[config.mk]
export PLATFORM = sky130hd
export DESIGN_NAME = mul_arbiter
export DESIGN_NICKNAME = d
export VERILOG_FILES = /design/src/rtl/mul_arbiter.sv
export SDC_FILE = /design/constraint.sdc
export NUM_CORES = 1
export LEC_CHECK = 0
export ABC_AREA = 1
export CELL_PAD_IN_SITES_DETAIL_PLACEMENT = 1
export CELL_PAD_IN_SITES_GLOBAL_PLACEMENT = 1
export CORE_MARGIN = 1
export CORE_UTILIZATION = 45
export DETAILED_ROUTE_END_ITERATION = 7
export PLACE_DENSITY = 0.9
export SETUP_SLACK_MARGIN = 0.15
export SYNTH_ARGS = -nofsm -noshare
export SYNTH_HDL_FRONTEND = slang
export SYNTH_SLANG_ARGS = --single-unit
[constraint.sdc]
create_clock -name clk -period 7.2 [get_ports clk]
set_input_delay 1.08 -clock clk [delete_from_list [all_inputs] [get_ports clk]]
set_output_delay 1.08 -clock clk [all_outputs]
set_load 0.02 [all_outputs]
[src/rtl/mul_arbiter.sv]
// Round-robin sharing controller for one combinational 16x16 multiplier.
// Define MUL_ARB_SIGNED_EN for two's-complement operands (sign-magnitude through the array).
module mul_arbiter_mul (
  input  logic [15:0] a_i,
  input  logic [15:0] b_i,
  output logic [15:0] hi_o,
  output logic [15:0] lo_o
);
  assign {hi_o, lo_o} = {16'h0000, a_i} * {16'h0000, b_i};
endmodule

module mul_arbiter #(
  parameter int unsigned WAIT_CYCLES = 2
) (
  input  logic        clk,
  input  logic        rst_n,
  input  logic        req0,
  input  logic [15:0] a0,
  input  logic [15:0] b0,
  input  logic        req1,
  input  logic [15:0] a1,
  input  logic [15:0] b1,
  output logic        gnt0,
  output logic        gnt1,
  output logic        done0,
  output logic        done1,
  output logic [15:0] hi,
  output logic [15:0] lo,
  output logic        busy
);
  typedef enum logic {IDLE = 1'b0, CALC = 1'b1} state_t;

  localparam logic [3:0] CNT_LOAD = (WAIT_CYCLES == 0) ? 4'd0 : 4'(WAIT_CYCLES - 1);

  state_t      state_q;
  logic        prio_q;
  logic        owner_q;
  logic [3:0]  cnt_q;
  logic [15:0] op_a_q;
  logic [15:0] op_b_q;
  logic [15:0] hi_q;
  logic [15:0] lo_q;
  logic        gnt0_q;
  logic        gnt1_q;
  logic        done0_q;
  logic        done1_q;

  logic        win_any_s;
  logic        win_sel_s;
  logic [15:0] raw_a_s;
  logic [15:0] raw_b_s;
  logic [15:0] cap_a_s;
  logic [15:0] cap_b_s;
  logic        cap_sign_s;
  logic [15:0] mul_hi_s;
  logic [15:0] mul_lo_s;
  logic [31:0] prod_d;

  // Two's-complement magnitude; 16'h8000 maps to 32768, which is still exact.
  function automatic logic [15:0] abs16(input logic [15:0] v);
    abs16 = v[15] ? (~v + 16'd1) : v;
  endfunction

  // Winner selection: prio_q names the requester favoured on a tie.
  always_comb begin
    win_any_s = req0 | req1;
    if (req0 && req1) begin
      win_sel_s = prio_q;
    end else if (req1) begin
      win_sel_s = 1'b1;
    end else begin
      win_sel_s = 1'b0;
    end
    raw_a_s = win_sel_s ? a1 : a0;
    raw_b_s = win_sel_s ? b1 : b0;
`ifdef MUL_ARB_SIGNED_EN
    cap_a_s    = abs16(raw_a_s);
    cap_b_s    = abs16(raw_b_s);
    cap_sign_s = raw_a_s[15] ^ raw_b_s[15];
`else
    cap_a_s    = raw_a_s;
    cap_b_s    = raw_b_s;
    cap_sign_s = 1'b0;
`endif
  end

  mul_arbiter_mul u_mul (
    .a_i  (op_a_q),
    .b_i  (op_b_q),
    .hi_o (mul_hi_s),
    .lo_o (mul_lo_s)
  );

`ifdef MUL_ARB_SIGNED_EN
  logic sign_q;

  // Result sign travels with the captured magnitudes.
  always_ff @(posedge clk or negedge rst_n) begin
    if (!rst_n) begin
      sign_q <= 1'b0;
    end else if (state_q == IDLE && win_any_s) begin
      sign_q <= cap_sign_s;
    end else begin
      sign_q <= sign_q;
    end
  end

  assign prod_d = sign_q ? (~{mul_hi_s, mul_lo_s} + 32'd1) : {mul_hi_s, mul_lo_s};
`else
  assign prod_d = {mul_hi_s, mul_lo_s};
`endif

  // Arbitration FSM with registered grant/done pulses and product.
  always_ff @(posedge clk or negedge rst_n) begin
    if (!rst_n) begin
      state_q <= IDLE;
      prio_q  <= 1'b0;
      owner_q <= 1'b0;
      cnt_q   <= 4'd0;
      op_a_q  <= 16'h0000;
      op_b_q  <= 16'h0000;
      hi_q    <= 16'h0000;
      lo_q    <= 16'h0000;
      gnt0_q  <= 1'b0;
      gnt1_q  <= 1'b0;
      done0_q <= 1'b0;
      done1_q <= 1'b0;
    end else begin
      gnt0_q  <= 1'b0;
      gnt1_q  <= 1'b0;
      done0_q <= 1'b0;
      done1_q <= 1'b0;
      case (state_q)
        IDLE: begin
          if (win_any_s) begin
            op_a_q  <= cap_a_s;
            op_b_q  <= cap_b_s;
            owner_q <= win_sel_s;
            prio_q  <= ~win_sel_s;
            cnt_q   <= CNT_LOAD;
            gnt0_q  <= ~win_sel_s;
            gnt1_q  <= win_sel_s;
            state_q <= CALC;
          end else begin
            state_q <= IDLE;
          end
        end
        CALC: begin
          if (cnt_q == 4'd0) begin
            hi_q    <= prod_d[31:16];
            lo_q    <= prod_d[15:0];
            done0_q <= ~owner_q;
            done1_q <= owner_q;
            state_q <= IDLE;
          end else begin
            cnt_q   <= cnt_q - 4'd1;
          end
        end
        default: state_q <= IDLE;
      endcase
    end
  end

  assign gnt0  = gnt0_q;
  assign gnt1  = gnt1_q;
  assign done0 = done0_q;
  assign done1 = done1_q;
  assign hi    = hi_q;
  assign lo    = lo_q;
  assign busy  = (state_q == CALC);
endmodule

==> results of run 1 <==
metrics by stage:
step	area, um2	worst slack (ns)	cells
3_3_place_gp	13600	1.33	2066
5_1_grt	14000	0.816	2082
6_report	14000	1.00	2082
2_1_floorplan	12400	1.97	1693
3_5_place_dp	13600	1.24	2066
4_1_cts	14000	1.10	2082
cell usage in the layout (no fill, tap or decap), drive strengths merged:
cell / netlist / routed
xnor2: 14 / 14
o21bai: 4 / 4
nand4: 5 / 5
clkdlybuf4s50: 0 / 103
fa: 194 / 194
clkinv: 0 / 2
nor3: 1 / 1
nor2: 43 / 43
o21ai: 21 / 21
nand3: 71 / 71
nand3b: 9 / 9
buf: 11 / 8
clkbuf: 68 / 9
dfrtp: 75 / 75
ha: 105 / 105
a21o: 1 / 1
clkinvlp: 0 / 1
o22ai: 3 / 3
inv: 447 / 451
xor2: 3 / 3
nand2: 603 / 603
a21oi: 15 / 15
worst max path at each step:
stage	end	slack, ns	from
floorplan	hi[7]	1.97	op_a_q[7]
global placement	hi[7]	1.33	op_a_q[7]
detailed placement	hi[7]	1.24	op_a_q[7]
CTS	hi[7]	1.10	op_b_q[8]
global route	hi[8]	0.82	op_b_q[8]
finish	hi[7]	1.00	op_b_q[8]
layer usage:
layer | routed length (um) | vias up | part of all wire, % | global-route usage (%)
met1 | 17100 | 5642 | 39 | 38.8
met5 | 0 | - | 0 | 0
met4 | 2390 | 0 | 5.4 | 17.3
met3 | 3160 | 169 | 7.2 | 6.37
li1 | - | 4905 | - | -
met2 | 21200 | 491 | 48 | 55.9
critical path: stages (launching register included):
cell      delay [ns]
dfrtp_1         1.03
nand2_1         0.17
fa_1            0.59
inv_1           0.09
fa_1            0.51
inv_1           0.08
fa_1            0.59
inv_1           0.08
fa_1            0.48
fa_1            0.50
inv_1           0.05
fa_1            0.48
inv_1           0.05
ha_1            0.39
nand2_1         0.15
nor2_2          0.19
nand3_1         0.15
nand3b_4        0.14
nand2_1         0.08
nand2_1         0.06
nand2_1         0.04
nand3_1         0.10
nand2_1         0.07
sequential cells by signal, indices dropped and copies added (netlist names), 4 cells and up:
name    cells
lo         16
hi         16
cnt_q       4
op_b_q     16
op_a_q     16
layout make-up:
class / count / area share, %
Multi-Input combinational cell: 1092 / 61.5
Clock buffer: 9 / 1.61
Timing Repair Buffer: 111 / 7.82
Sequential cell: 75 / 13.5
Tap cell: 341 / 3.06
Inverter: 447 / 12.0
Clock inverter: 7 / 0.574
logic make-up (layout without fill, tap and decap cells):
family | count (synthesis) | in the layout | share of synthesized area, %
simple gates | 732 | 732 | 23.9
xor+xnor | 17 | 17 | 1.20
flops | 75 | 75 | 15.1
compound gates | 44 | 44 | 1.99
buf+inv | 526 | 574 | 16.0
fa+ha+maj | 299 | 299 | 41.8
==> metrics.cfg, run 1 <==
[clocking]
cts_hold_buf=0
root_buffer=clkbuf_16
cts_tree=built
cts.sinks=75
postCtsSetupRepairBufs=0
clk_pin_slew_ns=0.08
clkLatencyLatePin_ns=0.38
cts_buffers=9
ctsResizeCount=0
htreeDepth=3
clockBufferDepth=2

[sta]
fmax_mhz=161
tightest_slew_ns=1.04
hold_slack_ns=0.445
fin_crit_sh_pct=86.1
relSlewSlack_pct=30.5
hold_viol=0
fin_setup_tns_ns=0
finClkSkew_ns=0.0148
finalSetupViolations=0
fin_crit_ns=6.20
rsz0062_at_grt=no
slew_violations=0

[global_routing]
grt_pass1_wl_um=69400
grt-ovfl-total=0
grt_max_degree=47
track_usage_pct=32.6
grt_pass1_vias=12800
antenna_found_initial=0

[synthesis]
ys_top_cells_by_count=nand2_1 (595), inv_1 (444), fa_1 (194), ha_1 (105), dfrtp_1 (75)
ys_seq_elements=75
synth_top_area_cell=fa_1
async_reset_ff_share_pct=100
synthTopCellsByArea=fa_1 (31%), nand2_1 (18%), dfrtp_1 (15%)
ys_seq_area_share_pct=15.1
synth-edff-count=0
synth_ff_type=dfrtp_1
synthMostInstantiatedCell=nand2_1
yosysTopAreaCellShare_pct=31.2
synth_nets=2060
yosysUniqueCellTypes=28
netlist_instances=1693
synth-warning-count=0
avgSynthCellArea_um2=7.35
syn_area_um2=12400

[worst_setup_path]
r2r_slack_ns=1.00
r2r_end=hi[7]
reg2reg_from=op_b_q[8]
critical_path_required_ns=7.46
end_kind=register
worst-path-max-fanout=17
criticalPathCategory=register to register
worstSetupStartpointType=register
reg2reg_depth=22
worstPathArrival_ns=6.46

[min_path]
hold_path_end=done0
hp-start=owner_q
hold-path-cell-count=1
hold_path_class=register to register

[run_status]
status=finished clean

[die]
die_h_um=168
fp.coreArea_um2=27000
die_w_um=168
die_area_um2=28300
io_pins=105
row_count=60
start_util_pct=46.0

[layout]
area_delta_synth_final_pct=12.2
regArea_um2=1880
n_antenna_cell=0
nFillCells=3424
drive_gt1_share_pct=3.16
postLayoutCoreUtil_pct=51.6
final_nets=2103
multi_input_area_um2=8580

[detailed_routing]
vias=11200
drt-pass1-iter-count=7
wirelength_um=43900
drc_errors=0
antenna_left=0
detail_route.iter0.violations=767
avgViaCountPerCell=5.38
wl_per_cell_um=21.1

[job]
maxCapViolCount=0

[placement]
dp_hpwl_um=33800
io_buffers=104
gp_congestion=0.910

Power of run 1 is not shown: default switching activity piles up to over one toggle a cycle in this logic, so the estimate is an artifact.
==> inputs of run 2 (changes only) <==
TNS_END_PERCENT = 100   (was default)
==> results of run 2 <==
Same layout as run 1: the final DEF is identical, and so are final timing and power.
Power of run 2 is left out for the same reason.
==> inputs of run 3 (changes only) <==
ABC_AREA = default   (was 1)
CELL_PAD_IN_SITES_DETAIL_PLACEMENT = default   (was 1)
CELL_PAD_IN_SITES_GLOBAL_PLACEMENT = default   (was 1)
CORE_UTILIZATION = 50   (was 45)
CTS_CLUSTER_DIAMETER = 50   (was default)
PLACE_DENSITY = 0.77   (was 0.9)
==> run 3 against run 2 <==
- non-clock buffer count decreased by 2
- first-iteration DRC count down 19%
- utilization is 6.0 points higher
- highest routed layer unchanged
- wire length is 33% lower
- via count shrank 19%
- final cell count down 22%
- synthesized cell count shrank 25%
- global-route usage is 6.4 points lower
- worst setup slack lost 0.21 ns
- clock-buffer cell count increased by 2
==> metrics.cfg, run 3 <==
[clocking]
cts.sinks=75
root_buffer=clkbuf_16
clockBufferDepth=2
htreeDepth=3
clk_pin_slew_ns=0.07
cts_tree=built
clkLatencyLatePin_ns=0.36
cts_buffers=9
cts_hold_buf=0
postCtsSetupRepairBufs=0
ctsResizeCount=0

[placement]
io_buffers=104
dp_hpwl_um=22700
gp_congestion=0.920

[synthesis]
synth_ff_type=dfrtp_1
synth_nets=1638
synth-edff-count=0
ys_seq_elements=75
synth_top_area_cell=fa_1
async_reset_ff_share_pct=100
yosysTopAreaCellShare_pct=33.4
avgSynthCellArea_um2=9.15
synthTopCellsByArea=fa_1 (33%), dfrtp_1 (16%), ha_1 (11%)
ys_top_cells_by_count=inv_1 (260), fa_1 (194), nand2_1 (193), and2_1 (126), ha_1 (105)
yosysUniqueCellTypes=53
synth-warning-count=0
syn_area_um2=11600
netlist_instances=1271
synthMostInstantiatedCell=inv_1
ys_seq_area_share_pct=16.1

[global_routing]
grt_max_degree=76
antenna_found_initial=0
track_usage_pct=26.2
grt_pass1_vias=9953
grt_pass1_wl_um=48800
grt-ovfl-total=0

[sta]
hold_viol=0
relSlewSlack_pct=33.9
hold_slack_ns=0.465
finalSetupViolations=0
fmax_mhz=156
fin_crit_sh_pct=89.0
slew_violations=0
tightest_slew_ns=0.988
fin_setup_tns_ns=0
rsz0062_at_grt=no
finClkSkew_ns=0.0211
fin_crit_ns=6.41

[worst_setup_path]
worstSetupStartpointType=register
reg2reg_depth=19
critical_path_required_ns=7.48
worst-path-max-fanout=17
worstPathArrival_ns=6.68
criticalPathCategory=register to register
end_kind=register

[die]
row_count=55
die_area_um2=23900
die_w_um=155
die_h_um=155
io_pins=105
fp.coreArea_um2=22700
start_util_pct=51.2

[detailed_routing]
detail_route.iter0.violations=619
vias=9048
wirelength_um=29300
drc_errors=0
antenna_left=0
drt-pass1-iter-count=5
avgViaCountPerCell=5.59
wl_per_cell_um=18.1

[min_path]
hold_path_class=register to register
hold-path-cell-count=1

[layout]
regArea_um2=1880
multi_input_area_um2=8480
nFillCells=1961
final_common_cell=inv_1
drive_gt1_share_pct=2.70
n_antenna_cell=0
final_cell_mix=inv_1 (260), fa_1 (194), nand2_1 (192)
area_delta_synth_final_pct=12.6
final_nets=1697

[run_status]
status=finished clean

[job]
maxCapViolCount=0

[run 3: cell count changes in the layout (fill, tap and decap cells not counted), sizes merged, moves of 8 or more]
cell    previous run  this run
nand2            603       194
inv              451       261
and2               0       127
nand3             71        12
a222oi             0        30
o21ai             21        42
a21o               1        20
nor2              43        24
a21oi             15        30
xor2               3        12
nand3b             9         1
[run 3: area by class of cell]
| type | count | area share [%] |
|---|---|---|
| multi-input combinational | 875 | 64.8 |
| inverter | 260 | 7.45 |
| tap | 285 | 2.72 |
| timing repair buffer | 109 | 8.22 |
| sequential | 75 | 14.3 |
| clock buffer | 11 | 1.85 |
| clock inverter | 5 | 0.650 |
[run 3: final timing paths]
check	start	to	slack, ns
setup / recovery	op_b_q[7]	hi[10]	0.79
hold / removal	owner_q	done0	0.46
setup reg to reg	op_b_q[7]	hi[10]	0.79
hold reg to reg	owner_q	done0	0.46
max in group asynchronous	rst_n	lo[15]	5.68
min in group asynchronous	rst_n	gnt0	0.89
[run 3: critical path, stage by stage (launching register included)]
cell and delay (ns):
dfrtp_1 0.87, nand2_1 0.18, fa_1 0.57, inv_1 0.05, fa_1 0.49, inv_1 0.06, fa_1 0.53, inv_1 0.05
fa_1 0.38, fa_1 0.51, inv_1 0.05, fa_1 0.47, inv_1 0.04, ha_1 0.42, nand2_1 0.17, or4_4 0.51
o221ai_2 0.27, a41oi_2 0.20, or4_1 0.44, nand3_1 0.08
[run 3: per-layer routing]
metal	share of wire [%]	up-vias	global-route usage, %
met5	0	-	0
met4	3.5	0	10.1
met3	5.9	75	3.73
met2	51	344	47.4
met1	39	4541	31.5
li1	-	4088	-
[run 3: cell families (layout without fill, tap and decap cells)]
logic type,count (synthesis),in the layout,share of synthesized area [%]
simple gates,390,390,16.3
buf+inv,321,385,11.1
fa+ha+maj,299,299,44.7
compound gates,155,155,9.39
flops,75,75,16.1
xor+xnor,26,26,1.96
mux,5,5,0.441
[run 3: through the flow]
stage                     setup WS (ns)  util [%]  cells  area (um2)
after floorplan                    1.36         -   1271       11600
after global routing              0.532      57.7   1620       13100
after detailed placement          0.874      56.2   1604       12800
final                             0.794      57.7   1620       13100
after global placement            0.927      56.2   1604       12800
after CTS                         0.854      57.7   1620       13100
Power of run 3 is left out for the same reason.
